**src/rtl/uart_rx_frame_if.sv**
```systemverilog
// Received-frame output stage of uart_rx_frame: data word, error flags and valid/ready handshake.
// The receiver drives through the master modport and the consumer attaches to slave.
interface uart_rx_frame_if #(
  parameter int DATA_BITS = 8
);
  logic [DATA_BITS-1:0] o_data;
  logic                 o_valid;
  logic                 i_ready;
  logic                 o_parity_err;
  logic                 o_frame_err;
  logic                 o_break;
  logic                 o_overrun;

  modport master (
    output o_data, o_valid, o_parity_err, o_frame_err, o_break, o_overrun,
    input  i_ready
  );

  modport slave (
    input  o_data, o_valid, o_parity_err, o_frame_err, o_break, o_overrun,
    output i_ready
  );
endinterface

```
**src/rtl/uart_rx_frame.sv**
```systemverilog
// Parametrised UART receiver (5..9 data bits, none/even/odd parity, 1 or 2 stop bits) with a
// valid/ready output stage. Define UART_RX_MAJORITY_VOTE_EN for 3-sample majority bit decisions.
module uart_rx_frame #(
  parameter int CLOCK_FREQUENCY = 1_000_000,
  parameter int BAUD_RATE       = 12_000,
  parameter int DATA_BITS       = 8,
  parameter int PARITY_MODE     = 0,
  parameter int STOP_BITS       = 1
) (
  input  logic            i_uart_clk,
  input  logic            i_reset_n,
  input  logic            i_uart_in,
  uart_rx_frame_if.master bus
);
  localparam int CLOCKS_PER_BAUD = CLOCK_FREQUENCY / BAUD_RATE;
  localparam int CW              = $clog2(CLOCKS_PER_BAUD);
  localparam logic ODD_PARITY    = (PARITY_MODE == 2);

  generate
    if (CLOCKS_PER_BAUD < 8) begin : g_bad_baud
      $error("uart_rx_frame: CLOCK_FREQUENCY/BAUD_RATE must be at least 8");
    end
    if (DATA_BITS < 5 || DATA_BITS > 9) begin : g_bad_data_bits
      $error("uart_rx_frame: DATA_BITS must be 5..9");
    end
    if (PARITY_MODE < 0 || PARITY_MODE > 2) begin : g_bad_parity
      $error("uart_rx_frame: PARITY_MODE must be 0, 1 or 2");
    end
    if (STOP_BITS < 1 || STOP_BITS > 2) begin : g_bad_stop
      $error("uart_rx_frame: STOP_BITS must be 1 or 2");
    end
  endgenerate

  typedef enum logic [2:0] {IDLE, START, DATA, PARITY, STOP, RECOVER} state_t;

  state_t               state_reg, state_next;
  logic                 sync_reg, rx_reg, rx_prev_reg;
  logic [1:0]           flush_reg;
  logic [CW-1:0]        cnt_reg, cnt_next;
  logic [3:0]           idx_reg, idx_next;
  logic [DATA_BITS-1:0] shift_reg, shift_next;
  logic                 par_reg, par_next;
  logic                 perr_reg, perr_next;
  logic                 zero_reg, zero_next;
  logic                 stop_reg, stop_next;
  logic [DATA_BITS-1:0] data_reg;
  logic                 valid_reg, perr_out_reg, ferr_out_reg, brk_out_reg, overrun_reg;
  logic                 in_frame, fall, sample_tick, bit_val;
  logic                 complete, done_ferr, done_brk, accept;

  // Edges are only trusted once the preset-1 synchroniser has been flushed with real line values,
  // so a line already low at reset release is not mistaken for a start bit.
  always_ff @(posedge i_uart_clk or negedge i_reset_n) begin
    if (!i_reset_n) begin
      sync_reg    <= 1'b1;
      rx_reg      <= 1'b1;
      rx_prev_reg <= 1'b1;
      flush_reg   <= 2'd0;
    end else begin
      sync_reg    <= i_uart_in;
      rx_reg      <= sync_reg;
      rx_prev_reg <= rx_reg;
      if (flush_reg != 2'd3) flush_reg <= flush_reg + 2'd1;
    end
  end

  assign in_frame = (state_reg == START) || (state_reg == DATA) ||
                    (state_reg == PARITY) || (state_reg == STOP);
  assign fall     = (flush_reg == 2'd3) && rx_prev_reg && !rx_reg;

`ifdef UART_RX_MAJORITY_VOTE_EN
  logic vote_a_reg, vote_b_reg, vote_tick_reg;

  // Samples at counter 1 and 0 are held; the decision is taken one cycle later with the third.
  always_ff @(posedge i_uart_clk or negedge i_reset_n) begin
    if (!i_reset_n) begin
      vote_a_reg    <= 1'b1;
      vote_b_reg    <= 1'b1;
      vote_tick_reg <= 1'b0;
    end else begin
      if (cnt_reg == CW'(1)) vote_a_reg <= rx_reg;
      if (cnt_reg == '0)     vote_b_reg <= rx_reg;
      vote_tick_reg <= in_frame && (cnt_reg == '0);
    end
  end

  assign sample_tick = vote_tick_reg;
  assign bit_val     = (vote_a_reg & vote_b_reg) | (vote_a_reg & rx_reg) | (vote_b_reg & rx_reg);
`else
  assign sample_tick = in_frame && (cnt_reg == '0);
  assign bit_val     = rx_reg;
`endif

  always_ff @(posedge i_uart_clk or negedge i_reset_n) begin
    if (!i_reset_n) begin
      state_reg <= IDLE;
      cnt_reg   <= '0;
      idx_reg   <= '0;
      shift_reg <= '0;
      par_reg   <= 1'b0;
      perr_reg  <= 1'b0;
      zero_reg  <= 1'b0;
      stop_reg  <= 1'b0;
    end else begin
      state_reg <= state_next;
      cnt_reg   <= cnt_next;
      idx_reg   <= idx_next;
      shift_reg <= shift_next;
      par_reg   <= par_next;
      perr_reg  <= perr_next;
      zero_reg  <= zero_next;
      stop_reg  <= stop_next;
    end
  end

  always_comb begin
    state_next = state_reg;
    cnt_next   = cnt_reg;
    idx_next   = idx_reg;
    shift_next = shift_reg;
    par_next   = par_reg;
    perr_next  = perr_reg;
    zero_next  = zero_reg;
    stop_next  = stop_reg;
    complete   = 1'b0;
    done_ferr  = 1'b0;
    done_brk   = 1'b0;
    if (in_frame) cnt_next = (cnt_reg == '0) ? CW'(CLOCKS_PER_BAUD - 1) : cnt_reg - CW'(1);
    case (state_reg)
      IDLE: if (fall) begin
        state_next = START;
        cnt_next   = CW'(CLOCKS_PER_BAUD / 2 - 1);
      end
      START: if (sample_tick) begin
        if (bit_val) begin
          state_next = IDLE;
        end else begin
          state_next = DATA;
          idx_next   = '0;
          par_next   = 1'b0;
          perr_next  = 1'b0;
          zero_next  = 1'b1;
        end
      end
      DATA: if (sample_tick) begin
        // LSB arrives first, so after DATA_BITS shifts bit k sits at position k.
        shift_next = {bit_val, shift_reg[DATA_BITS-1:1]};
        par_next   = par_reg ^ bit_val;
        if (bit_val) zero_next = 1'b0;
        stop_next  = 1'b0;
        if (idx_reg == 4'(DATA_BITS - 1)) state_next = (PARITY_MODE != 0) ? PARITY : STOP;
        else idx_next = idx_reg + 4'd1;
      end
      PARITY: if (sample_tick) begin
        perr_next  = ((par_reg ^ bit_val) != ODD_PARITY);
        if (bit_val) zero_next = 1'b0;
        state_next = STOP;
      end
      STOP: if (sample_tick) begin
        if (!bit_val) begin
          complete   = 1'b1;
          done_ferr  = 1'b1;
          done_brk   = zero_reg && (stop_reg == 1'b0);
          state_next = RECOVER;
        end else if (stop_reg == 1'(STOP_BITS - 1)) begin
          complete   = 1'b1;
          state_next = IDLE;
        end else begin
          stop_next = stop_reg + 1'b1;
        end
      end
      RECOVER: if (rx_reg) state_next = IDLE;
      default: state_next = IDLE;
    endcase
  end

  assign accept = valid_reg && bus.i_ready;

  // A completing frame may replace one that is being accepted in the same cycle.
  always_ff @(posedge i_uart_clk or negedge i_reset_n) begin
    if (!i_reset_n) begin
      data_reg     <= '0;
      valid_reg    <= 1'b0;
      perr_out_reg <= 1'b0;
      ferr_out_reg <= 1'b0;
      brk_out_reg  <= 1'b0;
      overrun_reg  <= 1'b0;
    end else begin
      if (complete && (!valid_reg || accept)) begin
        data_reg     <= shift_reg;
        valid_reg    <= 1'b1;
        perr_out_reg <= perr_reg;
        ferr_out_reg <= done_ferr;
        brk_out_reg  <= done_brk;
      end else if (accept) begin
        valid_reg <= 1'b0;
      end
      if (complete && valid_reg && !accept) overrun_reg <= 1'b1;
      else if (accept)                      overrun_reg <= 1'b0;
    end
  end

  assign bus.o_data       = data_reg;
  assign bus.o_valid      = valid_reg;
  assign bus.o_parity_err = perr_out_reg;
  assign bus.o_frame_err  = ferr_out_reg;
  assign bus.o_break      = brk_out_reg;
  assign bus.o_overrun    = overrun_reg;
endmodule

```
**src/flat_wrapper.sv**
```systemverilog
// flat-port wrapper written by rule: the top's interface ports become plain ports
module uart_rx_frame_flat 
#(
  parameter int CLOCK_FREQUENCY = 1_000_000,
  parameter int BAUD_RATE       = 12_000,
  parameter int DATA_BITS       = 8,
  parameter int PARITY_MODE     = 0,
  parameter int STOP_BITS       = 1
)
  (i_uart_clk, i_reset_n, i_uart_in, bus_o_data, bus_o_valid, bus_o_parity_err, bus_o_frame_err, bus_o_break, bus_o_overrun, bus_i_ready);
  uart_rx_frame_if #(.DATA_BITS(DATA_BITS)) bus_i ();
  input  logic i_uart_clk;
  input  logic i_reset_n;
  input  logic i_uart_in;
  output wire logic [$bits(bus_i.o_data)-1:0] bus_o_data;
  output wire logic [$bits(bus_i.o_valid)-1:0] bus_o_valid;
  output wire logic [$bits(bus_i.o_parity_err)-1:0] bus_o_parity_err;
  output wire logic [$bits(bus_i.o_frame_err)-1:0] bus_o_frame_err;
  output wire logic [$bits(bus_i.o_break)-1:0] bus_o_break;
  output wire logic [$bits(bus_i.o_overrun)-1:0] bus_o_overrun;
  input wire logic [$bits(bus_i.i_ready)-1:0] bus_i_ready;
  assign bus_o_data = bus_i.o_data;
  assign bus_o_valid = bus_i.o_valid;
  assign bus_o_parity_err = bus_i.o_parity_err;
  assign bus_o_frame_err = bus_i.o_frame_err;
  assign bus_o_break = bus_i.o_break;
  assign bus_o_overrun = bus_i.o_overrun;
  assign bus_i.i_ready = bus_i_ready;
  uart_rx_frame #(.CLOCK_FREQUENCY(CLOCK_FREQUENCY), .BAUD_RATE(BAUD_RATE), .DATA_BITS(DATA_BITS), .PARITY_MODE(PARITY_MODE), .STOP_BITS(STOP_BITS)) u_core (.i_uart_clk(i_uart_clk), .i_reset_n(i_reset_n), .i_uart_in(i_uart_in), .bus(bus_i));
endmodule
```
**config.mk**
```make
export PLATFORM = sky130hd
export DESIGN_NAME = uart_rx_frame_flat
export DESIGN_NICKNAME = d
export VERILOG_FILES = /design/src/rtl/uart_rx_frame_if.sv /design/src/rtl/uart_rx_frame.sv /design/src/flat_wrapper.sv
export SDC_FILE = /design/constraint.sdc
export NUM_CORES = 1
export LEC_CHECK = 0
export BUFFER_PORTS_ARGS = -buffer_cell sky130_fd_sc_hd__clkbuf_2
export CAP_MARGIN = 20
export CORE_MARGIN = 3
export CORE_UTILIZATION = 58
export DETAILED_ROUTE_END_ITERATION = 12
export PLACE_DENSITY = 0.78
export SYNTH_ARGS = -nofsm -noshare
export SYNTH_HDL_FRONTEND = slang
export SYNTH_SLANG_ARGS = --single-unit
```
**constraint.sdc**
```tcl
create_clock -name i_uart_clk -period 2.8 [get_ports i_uart_clk]
set_clock_uncertainty 0.2 [all_clocks]
set_input_delay 0.56 -clock i_uart_clk [delete_from_list [all_inputs] [get_ports i_uart_clk]]
set_output_delay 0.56 -clock i_uart_clk [all_outputs]
set_load 0.02 [all_outputs]
```
==> flow_summary.yaml <==
final_layout:
  post_route_cells_drive_above_1_share_pct: 27.6
  antenna_cells: 0
  num-fill-cells: 246
  area_growth_pct: 8.17
  design.final.nets: 199
timing:
  tightest_pin_transition_ns: 0.532
  rsz_0062_raised_after_global_routing: "no"
  final_min_period_over_clock_period_pct: 79.0
  timing.final.setup_violations: 0
  slew_violations: 0
  final_period_minus_worst_setup_slack_ns: 2.21
  max-slew-margin-rel_pct: 64.5
  max_freq_mhz: 452
  hold-worst-slack_ns: 0.0536
  finalSetupTns_ns: 0
  hold_violations: 0
pwr:
  vdd_drop_max_v: 0.000344
  power_frac_comb_pct: 26.2
  net_switching_power_mw: 0.553
  sequentialPowerShare_pct: 54.4
  intPower_mw: 0.965
  power.share.clock_pct: 19.4
  p_per_area_nw_per_um2: 684
  power.static_leakage_nw: 1.07
  p_sw_share_pct: 36.4
place:
  dp.final_hpwl_mm: 2.69
  portBuffers: 16
  gp_congestion: 0.914
clocking:
  cts_post_setup_buffers_inserted: 0
  cts.sinks: 43
  cts_htree_levels: 2
  cts-buffers-inserted: 5
  cts_resized: 0
  clk_latency_ns: 0.35
  cts_tree: "done"
  cts_max_path_buffers: 2
  cts.reportedPaths.clkPinSlew_ns: 0.13
  cts_stage_hold_buffer_count: 0
  cts_root_buffer: "clkbuf_4"
setup_path:
  r2r_end: "u_core.shift_reg[3]$_DFFE_PN0P_"
  crit-reg2reg-launch: "u_core.cnt_reg[3]$_DFF_PN0_"
  worstPathRequired_ns: 2.85
  worst_path_max_delay_cell: "or4_1"
  setup.reg_to_reg.worst_slack_ns: 0.59
  slowest_delay_ns: 0.73
  crit_chain: "or4_1, nor2_8, nand2_8, mux2_4"
  timing.reg2reg.worst_path_depth: 4
  critical_path_peak_fanout: 10
  setup.worst_path.end_class: "flop"
  worst_path_dominant_cell_family: "simple AND/OR/NAND/NOR gates"
  path_class: "flop to flop"
  startpoint_type_of_the_worst_setup_path: "flop"
  data_arrival_time_of_the_critical_path_ns: 2.26
  worst-path-buf-inv: 0
grt:
  grt_max_degree: 44
  grt_overflow: 0
  grt_first_pass_wirelength_mm: 6.49
  grt_antenna_before_repair: 0
  first_global_vias: 1356
  gr-usage-all-layers_pct: 20.1
yosys:
  yosys.cell_count.top_type: "dfrtp_1"
  synthesized_nets: 181
  synth_seq_cells: 43
  asyncSetResetFlopFracSynth_pct: 100
  synth_area_leader_cell: "dfrtp_1"
  yosys-top-cells-count: "dfrtp_1 (40), nand2_1 (11), mux2_2 (10)"
  dominantRegCellSynth: "dfrtp_1"
  synth_sequential_area_ratio_pct: 52.6
  post_synth_num_cell_types: 49
  synth_cells: 173
  synth_edf_count: 0
  synth_top_area_share_pct: 48.8
  yosys-top-cells-area: "dfrtp_1 (49%), mux2_4 (5.9%), mux2_2 (5.5%)"
  postSynthAreaPerCell_sq_um: 11.9
  syn_area_sq_um: 2050
  yosys_warnings: 0
routing:
  finalWirelength_mm: 3.82
  initialDrtViolationCount: 61
  route.detailed.drc: 0
  routed_via_density: 5.96
  wl_per_cell_um: 16.2
  final_antenna_net_count: 0
  routed-via-count: 1407
  first_pass_iteration_count_of_the_detailed_router: 5
floorplanning:
  starting_density_of_the_core_pct: 64.1
  design.portCount: 17
  die_height_um: 65.5
  fp.coreArea_sq_um: 3200
  chipWidth_um: 65.5
  design.die.area_sq_um: 4290
  std_cell_rows: 20
run_status:
  status: "finished, final reports clean"
min_path:
  holdCritPathClass: "primary input to asynchronous set/reset pin"
job:
  max_capacitance_violation_count: 0
-- worst max-delay path by stage --
stage	startpoint	depth (start not counted)	slack [ns]	to
final	u_core.cnt_reg[3]$_DFF_PN0_	4	0.59	u_core.shift_reg[3]$_DFFE_PN0P_
after global routing	u_core.cnt_reg[3]$_DFF_PN0_	4	0.52	u_core.shift_reg[3]$_DFFE_PN0P_
after CTS	u_core.cnt_reg[3]$_DFF_PN0_	4	0.58	u_core.shift_reg[3]$_DFFE_PN0P_
after detailed placement	u_core.cnt_reg[3]$_DFF_PN0_	4	0.62	u_core.shift_reg[3]$_DFFE_PN0P_
after global placement	u_core.cnt_reg[3]$_DFF_PN0_	4	0.66	u_core.shift_reg[3]$_DFFE_PN0P_
after floorplan	u_core.cnt_reg[3]$_DFF_PN0_	5	0.83	u_core.shift_reg[7]$_DFFE_PN0P_
-- routing by layer --
metal  share of wire (%)  vias to the layer above  routed length, um  GRT usage [%]
met2                  50                       45               1930           33.8
li1                    -                      672                  -              -
met5                   0                        -                  0              0
met3                 4.7                        9                178           5.13
met4                 1.5                        0                 58           6.99
met1                  43                      681               1660           25.3
-- cell families (layout without fill, tap and decap cells) --
logic type                 count (synthesis)  in the layout  synth area share [%]
buffers and inverters                     11             30                  2.50
xor gates and xnor gates                   2              2                 0.854
muxes                                     20             20                  12.3
AOI/OAI and AO/OA                         38             38                  11.7
and+or+nand+nor                           55             55                  17.6
DFF                                       43             43                  52.6
adders and majority gates                  4              4                  2.44
-- power groups by stage --
stage	Sequential (mW)	Clock [mW]	Combinational (mW)
2_1_floorplan	0.784	0	0.349
3_3_place_gp	0.825	0	0.374
4_1_cts	0.822	0.303	0.394
6_report	0.826	0.295	0.398
5_1_grt	0.839	0.327	0.448
3_5_place_dp	0.835	0	0.392
-- placed cells by master (no fill, tap or decap), types with 2 or more instances in the layout --
cell type / Yosys / final
a211oi_1: 2 / 2
a21o_1: 2 / 2
a21oi_1: 8 / 8
a31oi_1: 4 / 4
a32o_1: 3 / 3
buf_4: 0 / 2
clkbuf_2: 0 / 16
clkbuf_4: 0 / 5
dfrtp_1: 40 / 40
dfstp_2: 3 / 3
ha_1: 4 / 4
inv_1: 4 / 4
mux2_2: 10 / 10
mux2_4: 8 / 8
mux2i_1: 2 / 2
nand2_1: 11 / 11
nand2b_1: 3 / 3
nand3_1: 3 / 3
nand4_1: 4 / 4
nor2_1: 8 / 8
nor2b_1: 3 / 3
nor3_1: 5 / 5
o21ai_0: 8 / 8
o21ai_1: 5 / 5
or4_1: 2 / 2
-- layout make-up --
cell class | instances | area (sq um) | share of cell area (%)
inverters | 4 | 15.0 | 0.676
multi-input cells | 119 | 921 | 41.5
flip-flops and latches | 43 | 1080 | 48.6
well taps | 44 | 55.1 | 2.48
repair buffers | 18 | 95.1 | 4.28
clock buffers | 6 | 41.3 | 1.86
clock inverters | 2 | 12.5 | 0.564
-- metrics by stage --
stage | utilization (%) | instance area, sq um | setup slack (ns) | power, mW | std cells
5_1_grt | 69.3 | 2220 | 0.522 | 1.61 | 236
3_3_place_gp | 67.6 | 2170 | 0.656 | 1.20 | 228
6_report | 69.3 | 2220 | 0.587 | 1.52 | 236
2_1_floorplan | - | 2050 | 0.828 | 1.13 | 173
3_5_place_dp | 67.6 | 2170 | 0.617 | 1.23 | 228
4_1_cts | 69.3 | 2220 | 0.584 | 1.52 | 236
(Power assumes the default switching activity.)
